$ cat src/rtl/tt_mux_pkg.sv
// tt_mux_pkg: shared FSM state type and bit-position constants for the project-slot mux.
package tt_mux_pkg;
   typedef enum logic [1:0] {IDLE, DRAIN, RESET, RUN} state_t;
   localparam int IW_CLK_BIT = 0;
   localparam int IW_RST_BIT = 1;
   localparam int CNT_W = 8;
endpackage

$ cat src/rtl/tt_mux_clk_gate.sv
// tt_mux_clk_gate: glitch-free latch-plus-AND clock gate; the enable is only sampled while clk is low.
module tt_mux_clk_gate (
   input  logic clk,
   input  logic rst_n,
   input  logic en,
   output logic gclk
);
   logic en_l;
   always_latch
      if (!rst_n) en_l = 1'b0;
      else if (!clk) en_l = en;
   assign gclk = clk & en_l;
endmodule

$ cat src/rtl/tt_mux_slot_ctrl.sv
// tt_mux_slot_ctrl: multiplexes NUM_PROJ wrapped projects onto one pin set with drain/reset/run sequencing.
// Define MUX_OUT_REG_EN to register ow_out (1-cycle latency); otherwise ow_out is combinational.
module tt_mux_slot_ctrl
   import tt_mux_pkg::*;
#(
   parameter int NUM_PROJ     = 8,
   parameter int IW_W         = 18,
   parameter int OW_W         = 24,
   parameter int RST_CYCLES   = 4,
   parameter int DRAIN_CYCLES = 2,
   localparam int SEL_W       = $clog2(NUM_PROJ + 1)
) (
   input  logic                     clk,
   input  logic                     rst_n,
   input  logic                     user_rst_n,
   input  logic [IW_W-3:0]          user_in,
   input  logic                     sel_valid,
   input  logic [SEL_W-1:0]         sel_id,
   output logic                     sel_ready,
   output logic [SEL_W-1:0]         active_id,
   output logic                     busy,
   output logic [NUM_PROJ-1:0]      ena,
   output logic [NUM_PROJ*IW_W-1:0] iw,
   input  logic [NUM_PROJ*OW_W-1:0] ow,
   output logic [OW_W-1:0]          ow_out
);
   localparam logic [SEL_W-1:0] NONE = SEL_W'(NUM_PROJ);
   localparam logic [CNT_W-1:0] RST_LD = CNT_W'(RST_CYCLES - 1);
   localparam logic [CNT_W-1:0] DRN_LD = CNT_W'(DRAIN_CYCLES - 1);
   state_t state;
   logic [CNT_W-1:0] cnt;
   logic [SEL_W-1:0] pend;
   logic [NUM_PROJ-1:0] gclk;
   logic [OW_W-1:0] sel_ow;
   logic run;
   assign run = state == RUN;
   // Counters only step down while nonzero, so they never wrap.
   always_ff @(posedge clk or negedge rst_n)
      if (!rst_n) begin
         state     <= IDLE;
         cnt       <= '0;
         pend      <= NONE;
         active_id <= NONE;
         busy      <= 1'b0;
         sel_ready <= 1'b1;
         ena       <= '0;
      end else begin
         case (state)
            IDLE:
               if (sel_valid && sel_id < NONE) begin
                  state     <= RESET;
                  pend      <= sel_id;
                  cnt       <= RST_LD;
                  ena       <= NUM_PROJ'(1) << sel_id;
                  busy      <= 1'b1;
                  sel_ready <= 1'b0;
               end
            RUN:
               if (sel_valid) begin
                  state     <= DRAIN;
                  pend      <= sel_id;
                  cnt       <= DRN_LD;
                  busy      <= 1'b1;
                  sel_ready <= 1'b0;
               end
            DRAIN:
               if (cnt != '0) cnt <= cnt - CNT_W'(1);
               else if (pend < NONE) begin
                  state <= RESET;
                  cnt   <= RST_LD;
                  ena   <= NUM_PROJ'(1) << pend;
               end else begin
                  state     <= IDLE;
                  ena       <= '0;
                  active_id <= NONE;
                  busy      <= 1'b0;
                  sel_ready <= 1'b1;
               end
            default:
               if (cnt != '0) cnt <= cnt - CNT_W'(1);
               else begin
                  state     <= RUN;
                  active_id <= pend;
                  busy      <= 1'b0;
                  sel_ready <= 1'b1;
               end
         endcase
      end
   for (genvar k = 0; k < NUM_PROJ; k++) begin : g_slot
      tt_mux_clk_gate u_gate (.clk(clk), .rst_n(rst_n), .en(ena[k]), .gclk(gclk[k]));
      assign iw[k*IW_W + IW_CLK_BIT] = gclk[k];
      assign iw[k*IW_W + IW_RST_BIT] = ena[k] & run & user_rst_n;
      assign iw[k*IW_W + 2 +: IW_W-2] = ena[k] ? user_in : '0;
   end
   always_comb begin
      sel_ow = '0;
      for (int i = 0; i < NUM_PROJ; i++) sel_ow = sel_ow | (ena[i] ? ow[i*OW_W +: OW_W] : '0);
   end
`ifdef MUX_OUT_REG_EN
   always_ff @(posedge clk or negedge rst_n)
      if (!rst_n) ow_out <= '0;
      else ow_out <= run ? sel_ow : '0;
`else
   assign ow_out = run ? sel_ow : '0;
`endif
endmodule
$ cat config.mk
export PLATFORM = sky130hd
export DESIGN_NAME = tt_mux_slot_ctrl
export DESIGN_NICKNAME = d
export VERILOG_FILES = /design/src/rtl/tt_mux_pkg.sv /design/src/rtl/tt_mux_clk_gate.sv /design/src/rtl/tt_mux_slot_ctrl.sv
export SDC_FILE = /design/constraint.sdc
export NUM_CORES = 1
export LEC_CHECK = 0
export CAP_MARGIN = 20
export CORE_AREA = 2 2 155 157
export DETAILED_ROUTE_END_ITERATION = 12
export DIE_AREA = 0 0 157 159
export GPL_ROUTABILITY_DRIVEN = 1
export HOLD_SLACK_MARGIN = 0.12
export SLEW_MARGIN = 10
export SYNTH_ARGS = -nofsm -noshare
export SYNTH_HDL_FRONTEND = slang
export SYNTH_SLANG_ARGS = --single-unit
$ cat constraint.sdc
create_clock -name clk -period 4.9 [get_ports clk]
set_input_delay 0.49 -clock clk [delete_from_list [all_inputs] [get_ports clk]]
set_output_delay 0.49 -clock clk [all_outputs]
set_load 0.02 [all_outputs]
=== After elaboration in Yosys (flattened, before gate mapping) ===
Cells that the tools add are included.

* Logic and storage cells: 144
* Output and inout port bits: 182
* Bits in registers: 28
* Input bits: 216
* Bits in latches: 8

* $lt $le $gt $ge: 2
* Multiplexer cells: 70
* Bitwise operators: 33
* Eq/ne operators: 8
* Reductions and logical operators: 13
* Add/subtract/negate cells: 1
* Shift operators: 2

{| class="wikitable"
|+ Operators with widths
! cell !! number
|-
| 24-bit two-way mux || 9
|-
| 24-bit OR || 7
|-
| 16-bit two-way mux || 8
|-
| 8-bit two-way mux || 8
|-
| 1-bit two-way mux || 28
|-
| 1-bit AND || 24
|-
| 8-bit case mux with 3 select lines || 1
|-
| 4-bit two-way mux || 5
|-
| 4-bit case mux with 2 select lines || 2
|-
| 8-bit case mux with 2 select lines || 1
|-
| 1-bit by 4-bit << shifter with 8-bit output, first input constant || 2
|-
| 2-bit two-way mux || 5
|-
| 3-bit AND reduction || 3
|-
| 4-bit less-than comparator, second input constant || 2
|-
| 2-bit inequality test, second input constant || 4
|-
| 4-bit AND reduction || 2
|-
| 8-bit nonzero test || 1
|-
| 8-bit by 1-bit subtractor with 8-bit output, second input constant || 1
|-
| 1-bit case mux with 3 select lines || 2
|-
| 2-bit case mux with 3 select lines || 1
|-
| 5-bit AND reduction || 1
|-
| 2-bit nonzero test || 2
|-
| 4-bit nonzero test || 1
|-
| 3-bit by 2-bit inequality test with 1-bit output, second input constant || 1
|-
| other kinds (7) || 8
|}

=== Logic depth before layout (Yosys ltp) ===
* Word-level depth: 9
* Mapped depth: 7
* Gate-level depth less buffers: 6

=== Hierarchy ===
From an unflattened synthesis, not the netlist that was laid out.

* Cells, all modules: 475
* Area, all modules: 3774.9 um2

{| class="wikitable"
|+ Modules (own cells, without submodules)
! module !! area each (um2) !! sequential area each (um2) !! cells an instance !! instances
|-
| tt_mux_slot_ctrl || 3524.6 || 704.4 || 443 || 1
|-
| tt_mux_clk_gate || 31.3 || 0.0 || 4 || 8
|}

==> results.md <==
- Final ANT Viol Nets: 0
- Slew HR: 0.470
- TritonRoute pass-1 iters: 5
- Post-CTS setup repair buffer count: 0
- Core area: between 20,000 and 25,000 um^2
- Mapped Nets: approximately 700
- Vias per inst: 4.52
- Critical path startpoint category: latch
- Layout cells sized above 1: 0.0764
- Worst min path class: input pin to clock gate
- Seq cells post-synth: 36
- # setup viols final: 0
- I/O Buffers: ~400
- Pin count of the biggest net entering global routing: 44
- Clk Latency, worst-skew pair: roughly 0.60 ns
- Grt ovf: 0
- Slew of the pin with the lowest slew margin: 0.795 ns
- Final count of pins violating max slew: 0
- Syn Area/Cell: 7.96 um^2
- Met1 Use GR: 0.227
- Routed length per placed instance: around 21 um
- Outcome: finished clean
- EDFF count, synth: 0
- Async SR Flop Fraction: 0.778
- Ys Warns: 0
- Initial Utilization: 0.169
- RD Place Congestion: approximately 0.82
- CP Max Fanout: 1
- Post-Route WL: between 20,000 and 30,000 um
- Met3 usage: 0.0787
- GRT Total Usage: 0.194
- Maximum vdd ir drop: about 500 uV
- Commonest non-fill, non-tap cell in the layout: clkdlybuf4s50_1
- Die H: approximately 160 um
- TritonCTS clock tree: done
- Hold-fix buffers, CTS: 3
- CTS clk-pin slew, worst paths: around 0.03 ns
- Die ar.: between 20,000 and 25,000 um^2
- Hold Vio Cnt, Final: 0
- # resized after CTS: 0
- Vias in the first global route: about 5,400
- RSZ-0062 raised after global routing: false
- Area Growth Syn to Fin: 122%
- Post-synth top flop: dfrtp_1
- Most frequent cells in the layout: clkdlybuf4s50_1 (397), and2_1 (146), a22oi_1 (96)
- FP Rows: 56
- Clock Skew: approximately 0.015 ns
- Gate count of the mapped netlist: 492
- Layer with the highest usage: met2
- Max-cap violations: 0
- Crit. End Element: output pin
- P per Cell Area: around 530 nW/um^2
- Post-route setup TNS: 0 ns
- Count of cell types in the netlist: 50
- Post-Synthesis Cell Area: 3920 um^2
- Static leakage: about 0.0031 uW
- Detail Placement HPWL: approximately 19,000 um
- Met2 GRT Util: 0.316
- Worst Path Class, Setup: latch to output pin
- Initial antenna violation count: 2
- Final nets: around 1,100
- Power Total: approximately 4600 uW
- Initial DRC count: between 200 and 300
- Horiz. Die Dim: 157 um
- Global-route wire length before repair: roughly 36,000 um
- Num ports: 398
- CP arrival: slightly above 4 ns
- DRC errors left: 0
- Worst Path Required: 4.41 ns
- Via count: roughly 5,400
==> cell usage after synthesis (all sizes together) (7+ instances only) <==
cell type | number | share of area
and2 | 146 | 0.23
a22oi | 96 | 0.18
clkbuf | 44 | 0.042
dfrtp | 25 | 0.16
a41oi | 24 | 0.054
buf | 17 | 0.032
mux2 | 12 | 0.035
nor2 | 11 | 0.012
and3 | 9 | 0.014
dlxtp | 8 | 0.031
inv | 8 | 0.0077
nand2 | 7 | 0.0067
o211ai | 7 | 0.017
o21ai | 7 | 0.015
==> registers in the layout (all words and copies together) (netlist names) <==
| signal | count |
|---|---|
| cnt | 8 |
| ena | 8 |
| pend | 4 |
| state | 2 |
| active_id | 4 |
| sel_ready | 1 |
| g_slot.u_gate.en_l | 8 |
| busy | 1 |
==> cell families (layout without fill, tap and decap cells) <==
| kind of cell | count (synthesis) | in the layout | synth area share |
|---|---|---|---|
| buf+inv | 69 | 441 | 0.0818 |
| other cells | 0 | 1 | 0 |
| simple gates | 201 | 201 | 0.316 |
| mux | 14 | 14 | 0.0396 |
| fa+ha+maj | 6 | 6 | 0.0192 |
| compound gates | 166 | 166 | 0.333 |
| flops | 28 | 28 | 0.180 |
| latches | 8 | 8 | 0.0307 |
==> final timing paths <==
kind / startpoint / to / slack, ns / cells past startpoint
min in group clk: active_id[3]$_DFFE_PN1P_ / active_id[3]$_DFFE_PN1P_ / 0.49 / 2
hold / removal: rst_n / clock gate / 0.37 / 4
hold reg to reg: active_id[3]$_DFFE_PN1P_ / active_id[3]$_DFFE_PN1P_ / 0.49 / 2
max in group gated: rst_n / clock gate / 2.03 / 4
max in group asynchronous: rst_n / active_id[3]$_DFFE_PN1P_ / 3.33 / 3
setup reg to reg: ena[3]$_DFFE_PN0P_ / g_slot[3].u_gate.en_l$_DLATCH_P_ / 1.95 / 1
setup / recovery: g_slot[2].u_gate.en_l$_DLATCH_P_ / iw[36] / 0.26 / 2
min in group asynchronous: rst_n / ena[2]$_DFFE_PN0P_ / 0.83 / 2
==> cell type report <==
| cell class | instances | area, um^2 |
|---|---|---|
| Fill cell | 2347 | 14500 |
| Timing Repair Buffer | 401 | 3990 |
| Multi-Input combinational cell | 387 | 2770 |
| Sequential cell | 36 | 835 |
| Clock buffer | 31 | 634 |
| Tap cell | 319 | 399 |
| Clock inverter | 1 | 30.0 |
| Inverter | 8 | 30.0 |
| Antenna cell | 1 | 2.50 |
==> critical path, cell delays in order, from the launching register on <==
cell and delay (ns):
dlxtp_1 0.30, and2_1 0.13, clkdlybuf4s50_1 0.64
==> metal layers <==
| layer | vias up | wire length [um] |
|---|---|---|
| met3 | 42 | 2510 |
| li1 | 2561 | - |
| met4 | 2 | 591 |
| met1 | 2502 | 10000 |
| met5 | - | 12 |
| met2 | 247 | 11900 |
==> where the power goes <==
part	switching [uW]	total, uW	internal (uW)	leakage, uW
Combinational	1730	3080	1360	0.00241
Sequential	87.4	468	381	0.000401
Clock	237	1030	794	0.000342
Total	2050	4580	2530	0.00315
==> per-stage QoR <==
stage                util  setup WS [ns]  cell area [um^2]  instances  hold slack, ns
CTS                 0.375          0.197              8690       1183           0.361
global route        0.375          0.200              8690       1183           0.510
floorplan               -           1.43              3920        492           -1.96
global placement    0.348          0.907              8080       1156           -1.24
detailed placement  0.348          0.884              8080       1156           -1.22
finish              0.375          0.262              8690       1184           0.368
(Power assumes the default switching activity.)
